==> src/rtl/atb_sink.sv <==
`default_nettype none
// ============================================================================
// Module   : atb_sink
// Brief    : ATB slave endpoint. Buffers trace beats in a show-ahead FIFO,
//            drops and counts reserved-ID beats, issues flush requests and
//            periodic synchronisation requests toward the ATB master.
// Revision : 1.0 - initial release
// ============================================================================
module atb_sink #(
  parameter int DATA_W      = 32,
  parameter int BYTES_W     = 2,
  parameter int DEPTH       = 4,
  parameter int SYNC_PERIOD = 64
) (
  input  logic               atclk,
  input  logic               atreset,
  input  logic               atclken,
  input  logic [DATA_W-1:0]  atdata,
  input  logic [BYTES_W-1:0] atbytes,
  input  logic [6:0]         atid,
  input  logic               atvalid,
  output logic               atready,
  output logic               afvalid,
  input  logic               afready,
  output logic               syncreq,
  input  logic               flush_req,
  output logic               flush_done,
  output logic               out_valid,
  input  logic               out_ready,
  output logic [DATA_W-1:0]  out_data,
  output logic [BYTES_W-1:0] out_bytes,
  output logic [6:0]         out_id,
  output logic               id_err,
  output logic [7:0]         id_err_cnt
);

  localparam int C_PTR_W = $clog2(DEPTH);
  localparam int C_ENT_W = DATA_W + BYTES_W + 7;

  typedef enum logic [0:0] {
    IDLE  = 1'b0,
    FLUSH = 1'b1
  } flush_state_t;

  logic [C_ENT_W-1:0] mem_q [DEPTH];
  logic [C_PTR_W-1:0] wr_ptr_q, rd_ptr_q;
  logic [C_PTR_W:0]   count_q, count_d;
  logic [C_ENT_W-1:0] w_head;
  logic               w_accept, w_reserved, w_push, w_pop;
  logic               id_err_q;
  logic [7:0]         id_err_cnt_q;
  flush_state_t       state_q, state_d;
  logic               flush_done_q, flush_done_d;

  // Reserved trace IDs: 0x00, 0x70-0x7C, 0x7E, 0x7F (0x7D stays legal).
  assign w_reserved = (atid == 7'h00) ||
                      ((atid >= 7'h70) && (atid <= 7'h7C)) ||
                      (atid >= 7'h7E);

  // Readiness depends only on occupancy, so a same-cycle pop cannot raise it.
  assign atready  = !atreset && (count_q != (C_PTR_W+1)'(DEPTH));
  assign w_accept = atclken && atvalid && atready;
  assign w_push   = w_accept && !w_reserved;
  assign out_valid = (count_q != '0);
  assign w_pop     = out_valid && out_ready;

  // Show-ahead head; fields read as zero while the FIFO is empty.
  assign w_head    = mem_q[rd_ptr_q];
  assign out_data  = out_valid ? w_head[C_ENT_W-1 -: DATA_W] : '0;
  assign out_bytes = out_valid ? w_head[7 +: BYTES_W]        : '0;
  assign out_id    = out_valid ? w_head[6:0]                 : '0;

  assign id_err     = id_err_q;
  assign id_err_cnt = id_err_cnt_q;
  assign afvalid    = (state_q == FLUSH);
  assign flush_done = flush_done_q;

  // Occupancy next-state: simultaneous push and pop leaves it unchanged.
  always_comb begin
    count_d = count_q;
    if (w_push && !w_pop)      count_d = count_q + 1'b1;
    else if (!w_push && w_pop) count_d = count_q - 1'b1;
  end

  // FIFO pointers and occupancy; reset discards all contents.
  always_ff @(posedge atclk or posedge atreset) begin
    if (atreset) begin
      wr_ptr_q <= '0;
      rd_ptr_q <= '0;
      count_q  <= '0;
    end else begin
      if (w_push) wr_ptr_q <= wr_ptr_q + 1'b1;
      if (w_pop)  rd_ptr_q <= rd_ptr_q + 1'b1;
      count_q <= count_d;
    end
  end

  // FIFO storage; contents are qualified by occupancy so no reset needed.
  always_ff @(posedge atclk) begin
    if (w_push) mem_q[wr_ptr_q] <= {atdata, atbytes, atid};
  end

  // Reserved-ID drop pulse and saturating drop counter.
  always_ff @(posedge atclk or posedge atreset) begin
    if (atreset) begin
      id_err_q     <= 1'b0;
      id_err_cnt_q <= '0;
    end else if (atclken) begin
      id_err_q <= w_accept && w_reserved;
      if (w_accept && w_reserved && (id_err_cnt_q != 8'hFF))
        id_err_cnt_q <= id_err_cnt_q + 1'b1;
    end
  end

  // Flush FSM next-state; only moves on atclken-qualified cycles.
  always_comb begin
    state_d      = state_q;
    flush_done_d = flush_done_q;
    if (atclken) begin
      flush_done_d = 1'b0;
      case (state_q)
        IDLE:  if (flush_req) state_d = FLUSH;
        FLUSH: if (afready) begin
                 state_d      = IDLE;
                 flush_done_d = 1'b1;
               end
        default: state_d = IDLE;
      endcase
    end
  end

  // Flush FSM state register.
  always_ff @(posedge atclk or posedge atreset) begin
    if (atreset) begin
      state_q      <= IDLE;
      flush_done_q <= 1'b0;
    end else begin
      state_q      <= state_d;
      flush_done_q <= flush_done_d;
    end
  end

  generate
    if (SYNC_PERIOD > 0) begin : g_sync
      localparam int C_SYNC_W = (SYNC_PERIOD > 1) ? $clog2(SYNC_PERIOD + 1) : 1;
      logic [C_SYNC_W-1:0] sync_cnt_q;
      logic                syncreq_q;

      // Count every accepted beat; pulse syncreq and clear on reaching the period.
      always_ff @(posedge atclk or posedge atreset) begin
        if (atreset) begin
          sync_cnt_q <= '0;
          syncreq_q  <= 1'b0;
        end else if (atclken) begin
          syncreq_q <= 1'b0;
          if (w_accept) begin
            if (sync_cnt_q + 1'b1 == C_SYNC_W'(SYNC_PERIOD)) begin
              sync_cnt_q <= '0;
              syncreq_q  <= 1'b1;
            end else begin
              sync_cnt_q <= sync_cnt_q + 1'b1;
            end
          end
        end
      end

      assign syncreq = syncreq_q;
    end else begin : g_nosync
      assign syncreq = 1'b0;
    end
  endgenerate

endmodule
`default_nettype wire

==> config.mk <==
export PLATFORM = sky130hd
export DESIGN_NAME = atb_sink
export DESIGN_NICKNAME = d
export VERILOG_FILES = /design/src/rtl/atb_sink.sv
export SDC_FILE = /design/constraint.sdc
export NUM_CORES = 1
export LEC_CHECK = 0
export CAP_MARGIN = 20
export CORE_ASPECT_RATIO = 0.8
export CORE_UTILIZATION = 59
export CTS_BUF_LIST = sky130_fd_sc_hd__clkbuf_16
export DETAILED_ROUTE_END_ITERATION = 8
export HOLD_SLACK_MARGIN = 0.1
export PLACE_DENSITY = 0.85
export SLEW_MARGIN = 10
export SYNTH_ARGS = -nofsm -noshare
export SYNTH_HDL_FRONTEND = slang
export SYNTH_SLANG_ARGS = --single-unit
==> constraint.sdc <==
create_clock -name atclk -period 4.12 [get_ports atclk]
set_clock_uncertainty 0.2 [all_clocks]
set_input_delay 0.618 -clock atclk [delete_from_list [all_inputs] [get_ports atclk]]
set_output_delay 0.618 -clock atclk [all_outputs]
set_load 0.05 [all_outputs]
[Yosys cells after proc, flatten, opt, wreduce, memory -nomap -nowiden]
Memories as Yosys holds them, arrays and structs flattened.
Cells that the tools add are included.
Word-level totals
  flip-flop bits (word level): 26
  memory bits (writable): 164
  memories kept: 1
  output and inout port bits: 55
  logic and storage cells: 59
Memory list
  mem_q: words 4, width 41, rd ports 1, clocked after memory_dff 0, write ports 1, RTL line 45  | logic [C_ENT_W-1:0] mem_q [DEPTH];
Operators by class
  magnitude comparators: 3
  equal/unequal tests: 3
  add/sub/neg operators: 6
  muxes and demuxes: 15
  reductions and logical operators: 21
  bitwise operators: 1
Operators by type and width (number)
  2-to-1 mux 32 bit: 1
  >= comparator 7 bit (second input constant): 2
  2-to-1 mux 7 bit: 2
  logical AND 1 bit: 10
  adder 8 x 1 -> 8 bit (second input constant): 1
  2-to-1 mux 1 bit: 8
  != test 8 bit (second input constant): 1
  adder 7 x 1 -> 7 bit (second input constant): 1
  equality test 7 bit (second input constant): 1
  <= comparator 7 bit (second input constant): 1
  logical NOT 7 bit: 1
  2-to-1 mux 3 bit: 2
  adder 2 x 1 -> 2 bit (second input constant): 2
  logical NOT 1 bit: 4
  AND reduction 2 bit: 2
  adder 3 x 1 -> 3 bit (second input constant): 1
  != test 3 bit (second input constant): 1
  nonzero test 3 bit: 1
  subtractor 3 x 1 -> 3 bit (second input constant): 1
  logical OR 1 bit: 2
  2-to-1 mux 2 bit: 1
  case mux 1 bit (2 select lines): 1
  nonzero test 2 bit: 1
  NOT 1 bit: 1

[Longest topological paths before layout]
  word-level depth: 10
  mapped depth: 10
  gate-level depth less buffers: 10

[Least setup slack after synthesis]
No wires, ideal clock.
  path type: input -> register
  start: input atreset
  end: register count_q[2]
  arrival time: 3124 ps
  path buffers: 0
  data required time: 3841 ps
  cell stages on the path: 9
  setup time: 79 ps
  path slack: 717 ps
  path through: a21oi_1 -> nand3_1 -> nor3_1 -> ha_1 -> inv_1 -> fa_1 -> xor2_1 -> nor2_1 -> xor2_1
On the way
  cells in the longest elaborated chain, start to end: 7
  elaborated cells on any way between the ends: 9
  those cells by class: mux: 1; reduce/logical: 8
RTL lines
  start, declared: RTL line 16  | input logic atreset,
  logical NOT 1 bit (no line) *
  logical AND 1 bit *: RTL line 61  | assign atready = !atreset && (count_q != (C_PTR_W+1)'(DEPTH));
  logical AND 1 bit *: RTL line 62  | assign w_accept = atclken && atvalid && atready;
  logical AND 1 bit *: RTL line 63  | assign w_push = w_accept && !w_reserved;
  via w_push: RTL line 49  | logic w_accept, w_reserved, w_push, w_pop;
  logical NOT 1 bit: RTL line 82  | else if (!w_push && w_pop) count_d = count_q - 1'b1;
  logical AND 1 bit: RTL line 82
  nonzero test 2 bit (no line)
  end signal, assigned: RTL line 94  | count_q <= count_d;
  end, declared: RTL line 47  | logic [C_PTR_W:0] count_q, count_d;
Mark *: on every way through the listed nets, which the timed path passes. The rest lies on a longest branch.
A chain may end at the register's enable or synchronous reset.

[Worst setup path after layout]
  start: register rd_ptr_q[0]
  end: output out_data[11]
On the way
  cells in the longest elaborated chain, start to end: 2
RTL lines
  start, declared: RTL line 46  | logic [C_PTR_W-1:0] wr_ptr_q, rd_ptr_q;
  start signal, assigned: RTL line 93  | if (w_pop) rd_ptr_q <= rd_ptr_q + 1'b1;
  memory (4 x 41 bit)
  2-to-1 mux 32 bit: RTL line 69  | assign out_data = out_valid ? w_head[C_ENT_W-1 -: DATA_W] : '0;
  end, declared: RTL line 30  | output logic [DATA_W-1:0] out_data,
Every way passes these cells.

==> flow_summary.json <==
{
  "status": "finished, final reports clean",
  "yosysTopAreaCellShare_pct": 65.24,
  "clockBufferDepth": 2,
  "clock_power_share_pct": 24.2,
  "p_leak_nw": 3.232,
  "end_kind": "primary output",
  "place_area_um2": 8793,
  "postCtsSetupBuffers": 0,
  "stdcell_area_um2": 9450,
  "fin_nets": 564,
  "grt_pass1_vias": 3999,
  "path_class": "reg2out",
  "cts-buffers-inserted": 17,
  "dp_hpwl_um": 8512,
  "synthCells": 393,
  "p_int_mw": 4.358,
  "antenna_found_initial": 0,
  "grt.total_usage_pct": 23.73,
  "dp_slack_ns": 0.7259,
  "switching_share_pct": 37.34,
  "wl_per_cell_um": 21.17,
  "maxSlewHeadroom_pct": 28.80,
  "drive_gt1_share_pct": 17.69,
  "htree_num_levels": 4,
  "power_density_nw_per_um2": 735.9,
  "rows": 36,
  "vdd_drop_max_uv": 585.0,
  "power_switching_mw": 2.596,
  "synth_warnings": 0,
  "firstDrtPassIters": 4,
  "syn_area_um2": 7548,
  "overflow": 0,
  "regToRegSetupSlack_ns": 1.22,
  "worst_hold_slack_ns": 0.3004,
  "antenna_cells": 0,
  "rsz0062_at_grt": "false",
  "dp_cells": 657,
  "instances_no_fill": 691,
  "clkTransAtPathRegs_ns": 0.07,
  "required_ns": 3.30,
  "combPwrFrac_pct": 40.6,
  "syn_avg_cell_area_um2": 19.21,
  "core_area_um2": 12340,
  "vias": 3973,
  "maxCapViolCount": 0,
  "cts_root_buffer": "clkbuf_16",
  "critical_path_arrival_ns": 2.94,
  "holdCritPathClass": "reg2reg",
  "fin_tns_setup_ns": 0,
  "area_delta_synth_final_pct": 25.19,
  "ant_nets": 0,
  "synth_nets": 450,
  "final_util_pct": 76.57,
  "portBuffers": 102,
  "wl_um": 14630,
  "tritoncts": "yes",
  "grt_pass1_wl_um": 22020,
  "p_total_mw": 6.954,
  "fp.dieW_um": 128.5,
  "cts_sinks": 190,
  "worstHoldEndpoint": "id_err_cnt[6]",
  "vias_per_cell": 5.750,
  "final_hold_viol_count": 0,
  "start_kind": "flop",
  "nFillCells": 706,
  "r2r-start": "count_q[0]",
  "cts_hold_buf": 0,
  "num_io_pins": 103,
  "ctsResizeCount": 0,
  "gp_congestion": 0.7431,
  "cp_max_fo": 26,
  "fin_crit_sh_pct": 91.21,
  "seqPwrFrac_pct": 35.2,
  "max_freq_ghz": 0.2661,
  "clkLatencyLatePin_ns": 0.43,
  "floorplan.initialDensity_pct": 61.16,
  "slew_violations": 0,
  "setup_viol": 0,
  "worst_r2r_path_depth": 10,
  "final.min_clock_period_ns": 3.758,
  "die_h_um": 103.2,
  "dieArea_um2": 13250,
  "drt-initial-drc-count": 251,
  "ys_ff_latch": 190,
  "hold_depth": 1,
  "finalWorstSetupSlack_ns": 0.3621,
  "hp-start": "id_err_cnt[6]",
  "drc_errors": 0,
  "ys_seq_area_share_pct": 73.86,
  "synth_cell_type_count": 35,
  "grt_max_degree": 42,
  "synth_top_cell_by_area": "edfxtp_1",
  "worstReg2RegEnd": "count_q[2]",
  "tightest_slew_ns": 1.068,
  "synth_area_leaders": "edfxtp_1, mux4_2, dfrtp_1"
}
layer usage:
layer | vias to the layer above | wire (um) | track usage [%] | part of all wire (%)
li1 | 1772 | - | - | -
met1 | 2017 | 6169 | 31.92 | 42
met2 | 157 | 7318 | 37.80 | 50
met3 | 27 | 809 | 6.121 | 5.5
met4 | 0 | 328 | 10.05 | 2.2
met5 | - | 0 | 0 | 0
area by class of cell:
cell class | count | area, um^2 | area share, %
sequential | 190 | 5580 | 59.05
clock inverter | 15 | 183.9 | 1.946
timing repair buffer | 111 | 1134 | 12.00
clock buffer | 17 | 425.4 | 4.502
tap | 171 | 214.0 | 2.264
multi-input combinational | 179 | 1883 | 19.93
inverter | 8 | 30.03 | 0.3178
worst max-delay path, cell delays in order, from the launching register on:
cell and delay, ns:
dfrtp_4 0.77, buf_4 0.31, mux4_2 0.52, and2_1 0.18, clkdlybuf4s50_1 0.70
cells by family after synthesis:
group,count (synthesis),synth area share [%]
fa+ha+maj,9,1.591
xor+xnor,18,2.088
compound gates,17,1.475
mux,44,12.68
simple gates,91,7.045
flops,190,73.86
buf+inv,24,1.260
cells in the mapped netlist (all sizes together):
cell type and instances:
o41a 1, nand3 9, a41oi 1, a22o 1, xnor2 7, xor2 11
inv 8, fa 1, and2 41, mux4 41, nor2 6, or3 1
a211oi 1, buf 4, ha 8, a211o 1, a21oi 3, nor3 4
nor4 5, edfxtp 164, nand4bb 1, dfrtp 26, nand4 4, nor3b 1
mux2 3, or4 1, nand2b 1, nand2 13, clkbuf 12, and3 4
a31oi 2, o21ai 7
worst max-delay path by stage:
| stage | slack (ns) | to | cells after the start | from |
|---|---|---|---|---|
| 2_1_floorplan | 0.72 | count_q[2] | 9 | atreset |
| 3_3_place_gp | 0.78 | mem_q[1][22] | 5 | atclken |
| 3_5_place_dp | 0.73 | count_q[1] | 8 | atid[1] |
| 4_1_cts | 0.28 | out_data[11] | 4 | rd_ptr_q[0] |
| 5_1_grt | 0.19 | out_data[19] | 4 | rd_ptr_q[0] |
| 6_report | 0.36 | out_data[11] | 4 | rd_ptr_q[0] |
sequential cells by signal, indices dropped and copies added, names as in the netlist, 2 cells and up:
register	flops
count_q	3
g_sync.sync_cnt_q	7
id_err_cnt	8
mem_q	164
rd_ptr_q	2
wr_ptr_q	2
power groups by stage:
stage / Sequential (mW) / Clock [mW] / Combinational (mW)
after floorplan: 2.41 / 0 / 1.99
after global placement: 2.48 / 0 / 2.77
after detailed placement: 2.49 / 0 / 2.81
after CTS: 2.45 / 1.71 / 2.85
after global routing: 2.48 / 1.77 / 2.96
final: 2.45 / 1.68 / 2.82
layout by cell type, fill, tap and decap left out, types with 2 or more instances in the layout:
cell type	Yosys	final
clkbuf_16	0	17
dfrtp_1	26	24
clkinvlp_4	0	4
nor3_1	4	4
xor2_1	11	11
inv_1	8	8
clkinv_4	0	2
nor2_1	6	6
mux4_2	41	41
inv_6	0	3
xnor2_1	7	7
buf_12	0	2
ha_1	8	8
and2_1	41	41
mux2_2	2	2
clkdlybuf4s50_1	0	102
a31oi_1	2	2
nand3_1	9	9
and3_2	0	4
o21ai_0	6	6
nand4_1	4	4
nand2_1	13	13
nor4_1	4	4
buf_4	0	6
bufinv_16	0	3
edfxtp_1	164	164
a21oi_1	3	3
Power figures use the tool's default switching activity.
